===== config.mk =====
export PLATFORM = sky130hd
export DESIGN_NAME = ndma_xfer_ctrl
export DESIGN_NICKNAME = d
export VERILOG_FILES = /design/src/rtl/ndma_xfer_ctrl.sv
export SDC_FILE = /design/constraint.sdc
export NUM_CORES = 1
export LEC_CHECK = 0
export BUFFER_PORTS_ARGS = -buffer_cell sky130_fd_sc_hd__buf_2
export CAP_MARGIN = 40
export CORE_ASPECT_RATIO = 1.5
export CORE_UTILIZATION = 44
export CTS_BUF_LIST = sky130_fd_sc_hd__clkbuf_16
export DETAILED_ROUTE_END_ITERATION = 16
export PLACE_DENSITY_LB_ADDON = 0.15
export SYNTH_ARGS = -nofsm -noshare
export SYNTH_HDL_FRONTEND = slang
export SYNTH_SLANG_ARGS = --single-unit

===== constraint.sdc =====
create_clock -name clk_i -period 2 [get_ports clk_i]
set_clock_uncertainty 0.2 [all_clocks]
set_input_delay 0.2 -clock clk_i [delete_from_list [all_inputs] [get_ports clk_i]]
set_output_delay 0.2 -clock clk_i [all_outputs]
set_load 0.05 [all_outputs]

===== src/rtl/ndma_xfer_ctrl.sv =====
// NanoDMA transfer sequencer.
// Latches a copy descriptor on a start pulse and moves the data one 32-bit
// word at a time: an OBI read on the read-manager port, then an OBI write of
// the same word on the write-manager port, through a single-word buffer.
// Only one port is ever requesting, and each port has at most one
// transaction outstanding.
module ndma_xfer_ctrl #(
    parameter int unsigned AddrStep = 4,
    parameter int unsigned LenWidth = 8
) (
    input  logic                clk_i,
    input  logic                rst_i,
    // register block side
    input  logic                start_i,
    input  logic [31:0]         src_addr_i,
    input  logic [31:0]         dst_addr_i,
    input  logic [LenWidth-1:0] len_i,
    output logic                busy_o,
    output logic                done_o,
    output logic [LenWidth-1:0] words_done_o,
    // read-manager OBI port
    output logic                rd_req_o,
    input  logic                rd_gnt_i,
    output logic [31:0]         rd_addr_o,
    input  logic                rd_rvalid_i,
    input  logic [31:0]         rd_rdata_i,
    // write-manager OBI port
    output logic                wr_req_o,
    input  logic                wr_gnt_i,
    output logic                wr_we_o,
    output logic [3:0]          wr_be_o,
    output logic [31:0]         wr_addr_o,
    output logic [31:0]         wr_wdata_o,
    input  logic                wr_rvalid_i
);

    typedef enum logic [2:0] {
        IDLE,
        RD_REQ,
        RD_WAIT,
        WR_REQ,
        WR_WAIT,
        DONE
    } state_t;

    state_t              state_q, state_d;
    logic [31:0]         src_q;
    logic [31:0]         dst_q;
    logic [31:0]         buf_q;
    logic [LenWidth-1:0] remaining_q;
    logic [LenWidth-1:0] words_done_q;

    // single-cycle events decoded by the FSM, consumed by the datapath
    logic                accept_start;
    logic                load_desc;
    logic                capture_rdata;
    logic                word_complete;

    // Next-state decode and datapath strobes.
    always_comb begin
        // NOTE: defaults first so every path assigns every signal; a missing
        // assignment in combinational logic would infer a latch.
        state_d       = state_q;
        accept_start  = 1'b0;
        load_desc     = 1'b0;
        capture_rdata = 1'b0;
        word_complete = 1'b0;

        unique case (state_q)
            IDLE: begin
                if (start_i) begin
                    accept_start = 1'b1;
                    if (len_i != '0) begin
                        load_desc = 1'b1;
                        state_d   = RD_REQ;
                    end else begin
                        // empty descriptor: report completion with no bus traffic
                        state_d   = DONE;
                    end
                end
            end
            RD_REQ: begin
                if (rd_gnt_i) begin
                    state_d = RD_WAIT;
                end
            end
            RD_WAIT: begin
                // the response is never taken in the gnt cycle, only here
                if (rd_rvalid_i) begin
                    capture_rdata = 1'b1;
                    state_d       = WR_REQ;
                end
            end
            WR_REQ: begin
                if (wr_gnt_i) begin
                    state_d = WR_WAIT;
                end
            end
            WR_WAIT: begin
                if (wr_rvalid_i) begin
                    word_complete = 1'b1;
                    state_d       = (remaining_q == LenWidth'(1)) ? DONE : RD_REQ;
                end
            end
            DONE: begin
                state_d = IDLE;
            end
            default: begin
                state_d = IDLE;
            end
        endcase
    end

    // State register.
    always_ff @(posedge clk_i) begin
        // NOTE: sequential state uses non-blocking assignments so every
        // register samples its pre-edge value regardless of statement order.
        if (rst_i) begin
            state_q <= IDLE;
        end else begin
            state_q <= state_d;
        end
    end

    // Descriptor, holding buffer and progress counters.
    always_ff @(posedge clk_i) begin
        if (rst_i) begin
            src_q        <= '0;
            dst_q        <= '0;
            buf_q        <= '0;
            remaining_q  <= '0;
            words_done_q <= '0;
        end else begin
            if (accept_start) begin
                words_done_q <= '0;
            end
            if (load_desc) begin
                // word-aligned addresses: the low two bits are dropped
                src_q       <= src_addr_i & 32'hFFFF_FFFC;
                dst_q       <= dst_addr_i & 32'hFFFF_FFFC;
                remaining_q <= len_i;
            end
            if (capture_rdata) begin
                buf_q <= rd_rdata_i;
            end
            if (word_complete) begin
                // addresses wrap silently modulo 2^32
                src_q        <= src_q + 32'(AddrStep);
                dst_q        <= dst_q + 32'(AddrStep);
                remaining_q  <= remaining_q - LenWidth'(1);
                words_done_q <= words_done_q + LenWidth'(1);
            end
        end
    end

    // Outputs are decoded from registered state, so they are glitch-free and
    // hold still while a request waits for its grant.
    assign busy_o       = (state_q != IDLE);
    assign done_o       = (state_q == DONE);
    assign words_done_o = words_done_q;

    assign rd_req_o     = (state_q == RD_REQ);
    assign rd_addr_o    = src_q;

    assign wr_req_o     = (state_q == WR_REQ);
    assign wr_we_o      = 1'b1;
    assign wr_be_o      = 4'hF;
    assign wr_addr_o    = dst_q;
    assign wr_wdata_o   = buf_q;

endmodule

==> results of run 1 <==
[final cells by class]
type                       instances  area, um^2  share of cell area
tap                              156         195              0.0210
timing repair buffer             410        2930               0.315
sequential                       111        2370               0.255
antenna                            3        7.51            0.000806
multi-input combinational        556        3450               0.370
inverter                          15        56.3             0.00605
clock inverter                     7        73.8             0.00793
clock buffer                       9         225              0.0242
[worst min-delay path, cell delays in order]
cell                      delay [ns]
sky130_fd_sc_hd__buf_2          0.08
sky130_fd_sc_hd__nand2_1        0.06
sky130_fd_sc_hd__a21oi_1        0.14
sky130_fd_sc_hd__nor3_1         0.05
[power breakdown]
group,switching [uW],internal (uW),total [uW]
clock,944,890,1830
combinational,1280,807,2090
sequential,193,2390,2590
total,2420,4090,6510
[cells in the final DEF (no fill, tap or decap), types with 8 or more instances in the layout]
master                            n
sky130_fd_sc_hd__dfxtp_2         20
sky130_fd_sc_hd__a21oi_1         78
sky130_fd_sc_hd__nand2_1        133
sky130_fd_sc_hd__nand4_1         18
sky130_fd_sc_hd__a31oi_1         36
sky130_fd_sc_hd__nand3_1         37
sky130_fd_sc_hd__nor2_1          43
sky130_fd_sc_hd__clkbuf_16       10
sky130_fd_sc_hd__inv_1           15
sky130_fd_sc_hd__conb_1           9
sky130_fd_sc_hd__dfxtp_4         34
sky130_fd_sc_hd__nor4_1           8
sky130_fd_sc_hd__buf_6           13
sky130_fd_sc_hd__o211ai_1        24
sky130_fd_sc_hd__or3_1           18
sky130_fd_sc_hd__dfxtp_1         57
sky130_fd_sc_hd__buf_4           88
sky130_fd_sc_hd__nor3_1          13
sky130_fd_sc_hd__buf_2          209
sky130_fd_sc_hd__dlygate4sd3_1   92
[synthesized netlist by cell type (2+ instances only)]
master	number	area, um^2
sky130_fd_sc_hd__or2_2	6	37.5
sky130_fd_sc_hd__nand3b_1	3	22.5
sky130_fd_sc_hd__nor3_1	17	85.1
sky130_fd_sc_hd__a2111oi_0	2	17.5
sky130_fd_sc_hd__a21oi_1	83	415
sky130_fd_sc_hd__nor2_1	46	173
sky130_fd_sc_hd__mux2i_1	5	50.1
sky130_fd_sc_hd__nor3b_1	6	45.0
sky130_fd_sc_hd__a31oi_1	36	225
sky130_fd_sc_hd__a41oi_1	2	17.5
sky130_fd_sc_hd__nand4_1	18	113
sky130_fd_sc_hd__a2bb2oi_1	5	43.8
sky130_fd_sc_hd__a211oi_1	7	52.6
sky130_fd_sc_hd__nor4_1	11	68.8
sky130_fd_sc_hd__nor4_4	3	63.8
sky130_fd_sc_hd__and3_1	8	50.1
sky130_fd_sc_hd__inv_1	15	56.3
sky130_fd_sc_hd__nand4_2	2	25.0
sky130_fd_sc_hd__or4_1	5	37.5
sky130_fd_sc_hd__nand2_1	137	514
sky130_fd_sc_hd__and2_1	4	25.0
sky130_fd_sc_hd__o21ai_0	10	50.1
sky130_fd_sc_hd__nor3_2	2	20.0
sky130_fd_sc_hd__o221a_2	2	22.5
sky130_fd_sc_hd__a32oi_1	2	17.5
sky130_fd_sc_hd__clkbuf_1	32	120
sky130_fd_sc_hd__a311oi_1	3	26.3
sky130_fd_sc_hd__nor4_2	2	25.0
sky130_fd_sc_hd__o211ai_1	24	180
sky130_fd_sc_hd__a22oi_1	2	15.0
sky130_fd_sc_hd__or3_1	20	125
sky130_fd_sc_hd__dfxtp_1	111	2220
sky130_fd_sc_hd__and3b_1	3	26.3
sky130_fd_sc_hd__buf_4	11	82.6
sky130_fd_sc_hd__nand3_1	42	210
sky130_fd_sc_hd__o311ai_1	2	17.5
sky130_fd_sc_hd__mux2_2	3	33.8
sky130_fd_sc_hd__buf_2	12	60.1
sky130_fd_sc_hd__conb_1	2	7.51
sky130_fd_sc_hd__ha_1	5	62.6
[worst paths after layout]
check	start	endpoint	slack [ns]	cells after the start
hold / removal	wr_gnt_i	state_q[1]	0.006	4
setup reg to reg	wr_addr_o[2]	wr_addr_o[30]	-0.03	7
hold reg to reg	wr_wdata_o[27]	wr_wdata_o[27]	0.26	2
setup / recovery	wr_addr_o[2]	wr_addr_o[30]	-0.03	7
[cell families (layout without fill, tap and decap cells)]
kind of cell,after synthesis,after routing
other,2,12
buffers and inverters,71,441
AOI/OAI and AO/OA,189,189
muxes,8,8
DFF,111,111
and+or+nand+nor,345,345
adders and majority gates,5,5
[metal layers]
| metal | track usage | vias to the layer above |
|---|---|---|
| li1 | - | 3419 |
| met1 | 0.327 | 3344 |
| met2 | 0.525 | 325 |
| met3 | 0.0615 | 91 |
| met4 | 0.133 | 2 |
| met5 | 0 | - |
[stage by stage]
stage	cells	setup TNS, ns	setup slack (ns)	total power [uW]
2_1_floorplan	738	-0.208	-0.105	3780
3_3_place_gp	1128	-5.12	-0.160	4330
3_5_place_dp	1128	-7.20	-0.219	4370
4_1_cts	1252	-0.115	-0.0397	6360
5_1_grt	1266	-3.01	-0.140	6770
6_report	1267	-0.271	-0.0347	6510
[sequential cells by signal (all words and copies together), names as in the netlist]
name / count
state_q: 3
rd_addr_o: 30
wr_wdata_o: 32
words_done_o: 8
remaining_q: 8
wr_addr_o: 30
[repair_timing]
action	in CTS	in global routing
cloned	0	2
hold endpoints to repair	92	0
hold buffers	92	0
setup endpoints to repair	28	46
gates resized for setup	15	56
buffers inserted	16	13
pin swaps	10	42
==> flow_summary.json, run 1 <==
{
  "fin_crit_sh": 1.02,
  "worstPathArrival_ns": 2.08,
  "timing.max_slew.rel_slack": 0.655,
  "overall_die_area_um2": 13400,
  "dr_wl_met2_mm": 10.5,
  "gr-total-overflow": 0,
  "cts-root-to-sink-buffers": 2,
  "hold_viol": 0,
  "synthXorXnorAreaFrac": 0,
  "synthSimpleGateAreaFrac": 0.314,
  "grt.total_usage": 0.294,
  "ys_ff_latch": 111,
  "ir_worst_vdd_mv": 0.457,
  "route.detailed.drc": 0,
  "yosys.area_share.adder": 0.0110,
  "synth_compound_gate_area_share": 0.210,
  "vias_per_inst": 5.67,
  "combinational_family_with_the_most_area_after_synthesis": "simple AND/OR/NAND/NOR gates",
  "grt_start_max_net_pins": 38,
  "fin_crit_ns": 2.03,
  "first_global_vias": 6841,
  "maximum_operating_frequency_mhz": 491,
  "grt_first_pass_wirelength_mm": 31.6,
  "final-setup-viol-count": 11,
  "finalCoreUtilization": 0.744,
  "critPathBufInv": 1,
  "cap_violations": 0,
  "syn_inst": 731,
  "drt-pass1-iter-count": 6,
  "gp_routability_congestion": 0.870,
  "core_region_area_um2": 12500,
  "detailedRoute.firstIterationViolations": 329,
  "drive_above_1_share": 0.409,
  "final_antenna_net_count": 0,
  "synthMuxAreaShare": 0.0148,
  "timing.critical_path.slowest_cell_delay_ns": 0.53,
  "clockRootBuffer": "sky130_fd_sc_hd__clkbuf_16",
  "tritoncts": "done",
  "setup_repair_after_global_routing_missed_its_margin": "yes",
  "netlist_area_um2": 5680,
  "i_o_pins": 224,
  "hold_class": "input pin to flop",
  "num-nets-final": 1219,
  "total_power_divided_by_cell_area_nw_per_um2": 699,
  "wl_met1_mm": 8.07,
  "die_h_um": 141,
  "htreeDepth": 3,
  "flow.area_growth_from_synthesis_pct": 64.0,
  "io_buffers": 210,
  "post-route-worst-setup-slack_ns": -0.0347,
  "routed.top_layer": "met5",
  "detailedPlacementHpwl_mm": 13.5,
  "power_leakage_uw": 0.00394,
  "critPathRequiredTime_ns": 2.05,
  "postSynth.topFlopCell": "sky130_fd_sc_hd__dfxtp_1",
  "numCtsBuffers": 9,
  "worst_path_cell_trace": "ha_4 -> nand4_4 -> or4_4 -> nor4_4 -> buf_4 -> and4b_1 -> nor3_2",
  "cpLargestDelayFamily": "simple AND/OR/NAND/NOR gates",
  "path_clk_slew_ns": 0.08,
  "placed_cell_area_um2": 7550,
  "critical_path.slowest_cell": "sky130_fd_sc_hd__or4_4",
  "yosysWarnings": 0,
  "nFillCells": 932,
  "critical_path_start_type": "flop",
  "critPathMaxFanout": 6,
  "initial_core_util": 0.454,
  "synthesis.area_per_instance_um2": 7.77,
  "number_of_rows_created_at_floorplan": 50,
  "critical_path.endpoint_type": "flop",
  "synth_sequential_area_ratio": 0.391,
  "outcome": "finished with violations",
  "postRouteWirelength_mm": 20.7,
  "synth-edff-count": 0,
  "met3RoutedLength_mm": 1.18,
  "insertion_delay_ns": 0.36,
  "finalMaxSlewViolations": 0,
  "wl_per_cell_um": 16.3,
  "worst-slew-pin-transition_ns": 0.512,
  "grt_antenna_before_repair": 4,
  "violations_in_the_final_reports": "negative setup slack",
  "detailroute.via_count": 7181,
  "criticalPathCategory": "flop to flop",
  "fin_worst_hold_slack_ns": 0.00625,
  "netlist-cell-type-count": 60,
  "final_area_um2": 9310,
  "synthArstFlopShare": 0,
  "die_width_um": 94.7,
  "clkSinkCount": 111
}
Note: power is estimated with default switching activity, not from simulation.
==> run 2: changes to the inputs <==
CELL_PAD_IN_SITES_DETAIL_PLACEMENT = 0   (was unset)
CELL_PAD_IN_SITES_GLOBAL_PLACEMENT = 1   (was unset)
CORE_UTILIZATION = 31   (was 44)
==> flow_summary.json, run 2 (synthesis gave the netlist of run 1 again) <==
{
  "outcome": "finished with violations",
  "violations_in_the_final_reports": "negative setup slack",
  "antenna_diodes": 0,
  "timing.critical_path.slowest_cell_delay_ns": 0.46,
  "placed_cell_area_um2": 7960,
  "layout_commonest_cell": "sky130_fd_sc_hd__buf_2",
  "ir_worst_vdd_mv": 0.436,
  "clockRootBuffer": "sky130_fd_sc_hd__clkbuf_16",
  "postRouteWirelength_mm": 21.0,
  "critical_path_start_type": "flop",
  "vias_per_inst": 5.07,
  "hold_viol": 0,
  "largest_register_ffs": 32,
  "grt_start_max_net_pins": 52,
  "setup_tns_final_ns": -0.115,
  "criticalPathCategory": "flop to flop",
  "critPathBufInv": 1,
  "worst_setup_slack_for_register_to_register_paths_ns": -0.05,
  "worst_setup_path_endpoint": "wr_addr_o[28]",
  "finalMaxSlewViolations": 0,
  "grt.total_usage": 0.221,
  "maximum_operating_frequency_mhz": 487,
  "timing.reg2reg.worst_path_depth": 7,
  "cts-root-to-sink-buffers": 2,
  "fin_crit_sh": 1.03,
  "worst-slew-pin-transition_ns": 0.540,
  "flow.area_growth_from_synthesis_pct": 69.0,
  "cpLargestDelayFamily": "simple AND/OR/NAND/NOR gates",
  "power_uw": 6380,
  "timing.max_slew.rel_slack": 0.639,
  "cap_violations": 0,
  "setup_repair_after_global_routing_missed_its_margin": "yes",
  "grt_first_pass_wirelength_mm": 33.3,
  "final_antenna_net_count": 0,
  "gp_routability_congestion": 0.859,
  "htreeDepth": 3,
  "gr-total-overflow": 0,
  "drive_above_1_share": 0.416,
  "initial_core_util": 0.316,
  "hold_class": "input pin to flop",
  "total_power_divided_by_cell_area_nw_per_um2": 665,
  "final-setup-viol-count": 3,
  "numCtsBuffers": 9,
  "final_area_um2": 9590,
  "first_global_vias": 6805,
  "post-route-worst-setup-slack_ns": -0.0533,
  "final_cell_mix": "sky130_fd_sc_hd__buf_2, sky130_fd_sc_hd__nand2_1, sky130_fd_sc_hd__buf_4, sky130_fd_sc_hd__dlygate4sd3_1, sky130_fd_sc_hd__a21oi_1",
  "cp_num_cells": 7,
  "critPathRequiredTime_ns": 2.06,
  "detailedRoute.firstIterationViolations": 215,
  "worstPathArrival_ns": 2.11,
  "clkSinkCount": 111,
  "worst_path_cell_trace": "ha_4 -> nand4_4 -> or4_4 -> nor4_4 -> buf_4 -> nand4b_1 -> and3_1",
  "die_width_um": 112,
  "detailroute.via_count": 6898,
  "grt_antenna_before_repair": 0,
  "critical_path.slowest_cell": "sky130_fd_sc_hd__or4_4",
  "drt-pass1-iter-count": 6,
  "place_worst_setup_slack_ns": -0.222,
  "core_region_area_um2": 17900,
  "die_h_um": 168,
  "critPathMaxFanout": 6,
  "tritoncts": "done",
  "num-nets-final": 1254,
  "critPathLaunch": "wr_addr_o[3]",
  "number_of_rows_created_at_floorplan": 60,
  "i_o_pins": 224,
  "critical_path.endpoint_type": "flop",
  "overall_die_area_um2": 18900,
  "power_leakage_uw": 0.00414,
  "insertion_delay_ns": 0.36,
  "fin_crit_ns": 2.05,
  "path_clk_slew_ns": 0.08,
  "io_buffers": 210,
  "detailedPlacementHpwl_mm": 15.1,
  "fin_worst_hold_slack_ns": 0.0203,
  "worst_r2r_endpoint": "wr_addr_o[28]",
  "timing.rr.start": "wr_addr_o[3]",
  "route.detailed.drc": 0,
  "wl_per_cell_um": 15.4
}
## run 2: report_power, final
group	switching (uW)	internal (uW)	total (uW)
registers	166	2390	2560
clock network	898	850	1750
logic	1270	806	2080
total	2330	4050	6380
## run 2: cell type report
cell class	count	area (um^2)
fillers	1710	8350
multi-input cells	556	3410
clock buffers	9	225
inverters	15	56.3
flip-flops and latches	111	2370
clock inverters	7	46.3
repair buffers	445	3210
well taps	217	272
## run 2: what timing repair did
item,4_1_cts,5_1_grt
pin swaps,11,26
setup endpoints to repair,35,42
buffers inserted,6,12
gates resized for setup,18,43
hold buffers,96,0
hold endpoints to repair,95,0
## run 2: per-layer routing
| metal | part of all wire | track usage | vias up |
|---|---|---|---|
| met5 | 0 | 0 | - |
| met4 | 0.035 | 0.108 | 0 |
| met3 | 0.041 | 0.0333 | 39 |
| met2 | 0.51 | 0.405 | 188 |
| met1 | 0.41 | 0.248 | 3186 |
| li1 | - | - | 3485 |
## run 2: tightest hold or removal path: cells and delay by family
kind            cells  cell delay, ns
compound gates      1            0.10
simple gates        3            0.14
buf+inv             1            0.10
## run 2: metrics by stage
| step | std cells | utilization |
|---|---|---|
| 2_1_floorplan | 738 | - |
| 3_3_place_gp | 1230 | 0.443 |
| 5_1_grt | 1360 | 0.535 |
| 6_report | 1360 | 0.535 |
| 4_1_cts | 1348 | 0.520 |
| 3_5_place_dp | 1230 | 0.443 |
## run 2: how the worst min path moves through the flow
stage | start | end | slack, ns | cells after the start
after CTS | rd_gnt_i | state_q[1] | 0.02 | 5
after floorplan | dst_addr_i[17] | wr_addr_o[17] | 0.13 | 2
final | rd_gnt_i | state_q[1] | 0.02 | 5
after detailed placement | wr_wdata_o[6] | wr_wdata_o[6] | 0.24 | 2
after global placement | wr_wdata_o[8] | wr_wdata_o[8] | 0.24 | 2
after global routing | len_i[7] | remaining_q[7] | 0.06 | 4
==> run 3: changes to the inputs <==
ABC_AREA = 1   (was unset)
SKIP_CTS_REPAIR_TIMING = 1   (was unset)
==> flow_summary.json, run 3 <==
{
  "synth_top_cell_by_area": "sky130_fd_sc_hd__dfxtp_1",
  "fin_worst_hold_slack_ns": -0.0344,
  "timing.rr.start": "wr_addr_o[2]",
  "path_clk_slew_ns": 0.08,
  "ys_ff_latch": 111,
  "placed_cell_area_um2": 8160,
  "detailroute.via_count": 7736,
  "fin_crit_sh": 0.953,
  "die_h_um": 181,
  "wl_per_cell_um": 14.2,
  "cap_violations": 0,
  "synth_sequential_area_ratio": 0.337,
  "synthesis.area_per_instance_um2": 6.02,
  "hold_class": "input pin to flop",
  "first_global_vias": 7269,
  "synth_common_cells": "sky130_fd_sc_hd__nand2_1, sky130_fd_sc_hd__nor2_1, sky130_fd_sc_hd__dfxtp_1",
  "post-synth-top-area-fraction": 0.337,
  "final_area_um2": 9180,
  "critPathRequiredTime_ns": 2.10,
  "hold_start": "dst_addr_i[13]",
  "power_leakage_uw": 0.00396,
  "postRouteWirelength_mm": 23.6,
  "overall_die_area_um2": 21900,
  "final_antenna_net_count": 0,
  "final-setup-viol-count": 0,
  "clockRootBuffer": "sky130_fd_sc_hd__clkbuf_16",
  "io_buffers": 210,
  "detailedRoute.firstIterationViolations": 393,
  "outcome": "finished with violations",
  "insertion_delay_ns": 0.37,
  "netlist_area_um2": 6590,
  "finalMaxSlewViolations": 0,
  "critical_path_start_type": "flop",
  "syn_inst": 1094,
  "drt-pass1-iter-count": 5,
  "ir_worst_vdd_mv": 0.693,
  "synthArstFlopShare": 0,
  "synth.most_common_cell": "sky130_fd_sc_hd__nand2_1",
  "final_cell_mix": "sky130_fd_sc_hd__nand2_1, sky130_fd_sc_hd__buf_2, sky130_fd_sc_hd__nor2_1, sky130_fd_sc_hd__dfxtp_1, sky130_fd_sc_hd__inv_1",
  "i_o_pins": 224,
  "hold_viol": 20,
  "fin_crit_ns": 1.91,
  "synth-edff-count": 0,
  "core_region_area_um2": 20900,
  "gp_routability_congestion": 0.834,
  "violations_in_the_final_reports": "negative hold slack",
  "grt.total_usage": 0.217,
  "yosys-top-cells-area": "sky130_fd_sc_hd__dfxtp_1, sky130_fd_sc_hd__nand2_1, sky130_fd_sc_hd__nor2_1, sky130_fd_sc_hd__nand3_1, sky130_fd_sc_hd__inv_1",
  "clkSinkCount": 111,
  "setup_tns_final_ns": 0,
  "cts-root-to-sink-buffers": 2,
  "layout_commonest_cell": "sky130_fd_sc_hd__nand2_1",
  "drive_above_1_share": 0.229,
  "setup_repair_after_global_routing_missed_its_margin": "yes",
  "numCtsBuffers": 9,
  "criticalPathCategory": "flop to flop",
  "htreeDepth": 3,
  "flow.area_growth_from_synthesis_pct": 39.3,
  "vias_per_inst": 4.66,
  "largest_register_ffs": 32,
  "netlist-cell-type-count": 38,
  "grt_start_max_net_pins": 40,
  "critPathLaunch": "wr_addr_o[2]",
  "worstPathArrival_ns": 2.01,
  "total_power_divided_by_cell_area_nw_per_um2": 1070,
  "number_of_rows_created_at_floorplan": 65,
  "tritoncts": "done",
  "maximum_operating_frequency_mhz": 525,
  "num-nets-final": 1503,
  "detailedPlacementHpwl_mm": 17.5,
  "initial_core_util": 0.315,
  "die_width_um": 121,
  "route.detailed.drc": 0,
  "critPathMaxFanout": 4,
  "finalCoreUtilization": 0.439,
  "grt_antenna_before_repair": 2,
  "grt_first_pass_wirelength_mm": 37.0,
  "power_uw": 9840,
  "yosysWarnings": 0,
  "gr-total-overflow": 0,
  "critical_path.endpoint_type": "flop",
  "postSynth.topFlopCell": "sky130_fd_sc_hd__dfxtp_1"
}
[run 3: through the flow]
| stage | cells | setup WS, ns |
|---|---|---|
| floorplan | 1101 | 0.0267 |
| global placement | 1577 | 0.0377 |
| detailed placement | 1577 | -0.0188 |
| finish | 1661 | 0.0950 |
| CTS | 1593 | -0.0341 |
| global route | 1660 | -0.0886 |
[run 3: layout make-up]
cell class,instances,area [um^2]
clock inverters,7,86.3
flip-flops and latches,111,2230
multi-input cells,839,3760
diodes,1,2.50
inverters,102,387
fillers,2282,11700
repair inverters,1,7.51
repair buffers,323,2140
well taps,268,335
clock buffers,9,225
[run 3: power by group]
group	internal, uW	switching (uW)	leakage, uW	total (uW)
Clock	1000	967	0.000150	1970
Sequential	2680	490	0.000909	3170
Combinational	1370	3330	0.00290	4700
Total	5050	4790	0.00396	9840
[run 3: kinds of logic (layout without fill, tap and decap cells)]
kind of cell | Yosys count | count (layout) | share of synthesized area
xor gates and xnor gates | 2 | 2 | 0.00266
buffers and inverters | 151 | 442 | 0.102
DFF | 111 | 111 | 0.337
adders and majority gates | 5 | 5 | 0.00949
AOI/OAI and AO/OA | 160 | 160 | 0.133
and+or+nand+nor | 663 | 663 | 0.414
other | 2 | 10 | 0.00114
[run 3: per-layer routing]
layer  vias to the layer above  routed length (um)  part of all wire  GRT usage
met5                         -                   0                 0          0
met4                         0                 279             0.012     0.0558
met3                        16                1360             0.057     0.0589
met2                       185               11900              0.50      0.382
met1                      3491               10100              0.43      0.254
li1                       4044                   -                 -          -
[run 3: final timing paths]
kind,to,slack (ns),cells after the start
worst max-delay path,wr_addr_o[20],0.09,9
worst min register to register,words_done_o[7],0.27,2
worst max register to register,wr_addr_o[20],0.09,9
worst min-delay path,wr_addr_o[13],-0.03,5
[run 3: worst max-delay path: stages (launching register included)]
cell and delay, ns:
sky130_fd_sc_hd__dfxtp_1 0.37, sky130_fd_sc_hd__ha_1 0.19, sky130_fd_sc_hd__inv_1 0.06, sky130_fd_sc_hd__nor2_1 0.17, sky130_fd_sc_hd__nand2_1 0.11, sky130_fd_sc_hd__nor2_1 0.25
sky130_fd_sc_hd__inv_1 0.10, sky130_fd_sc_hd__o21bai_1 0.13, sky130_fd_sc_hd__nand3_1 0.10, sky130_fd_sc_hd__a21oi_1 0.15
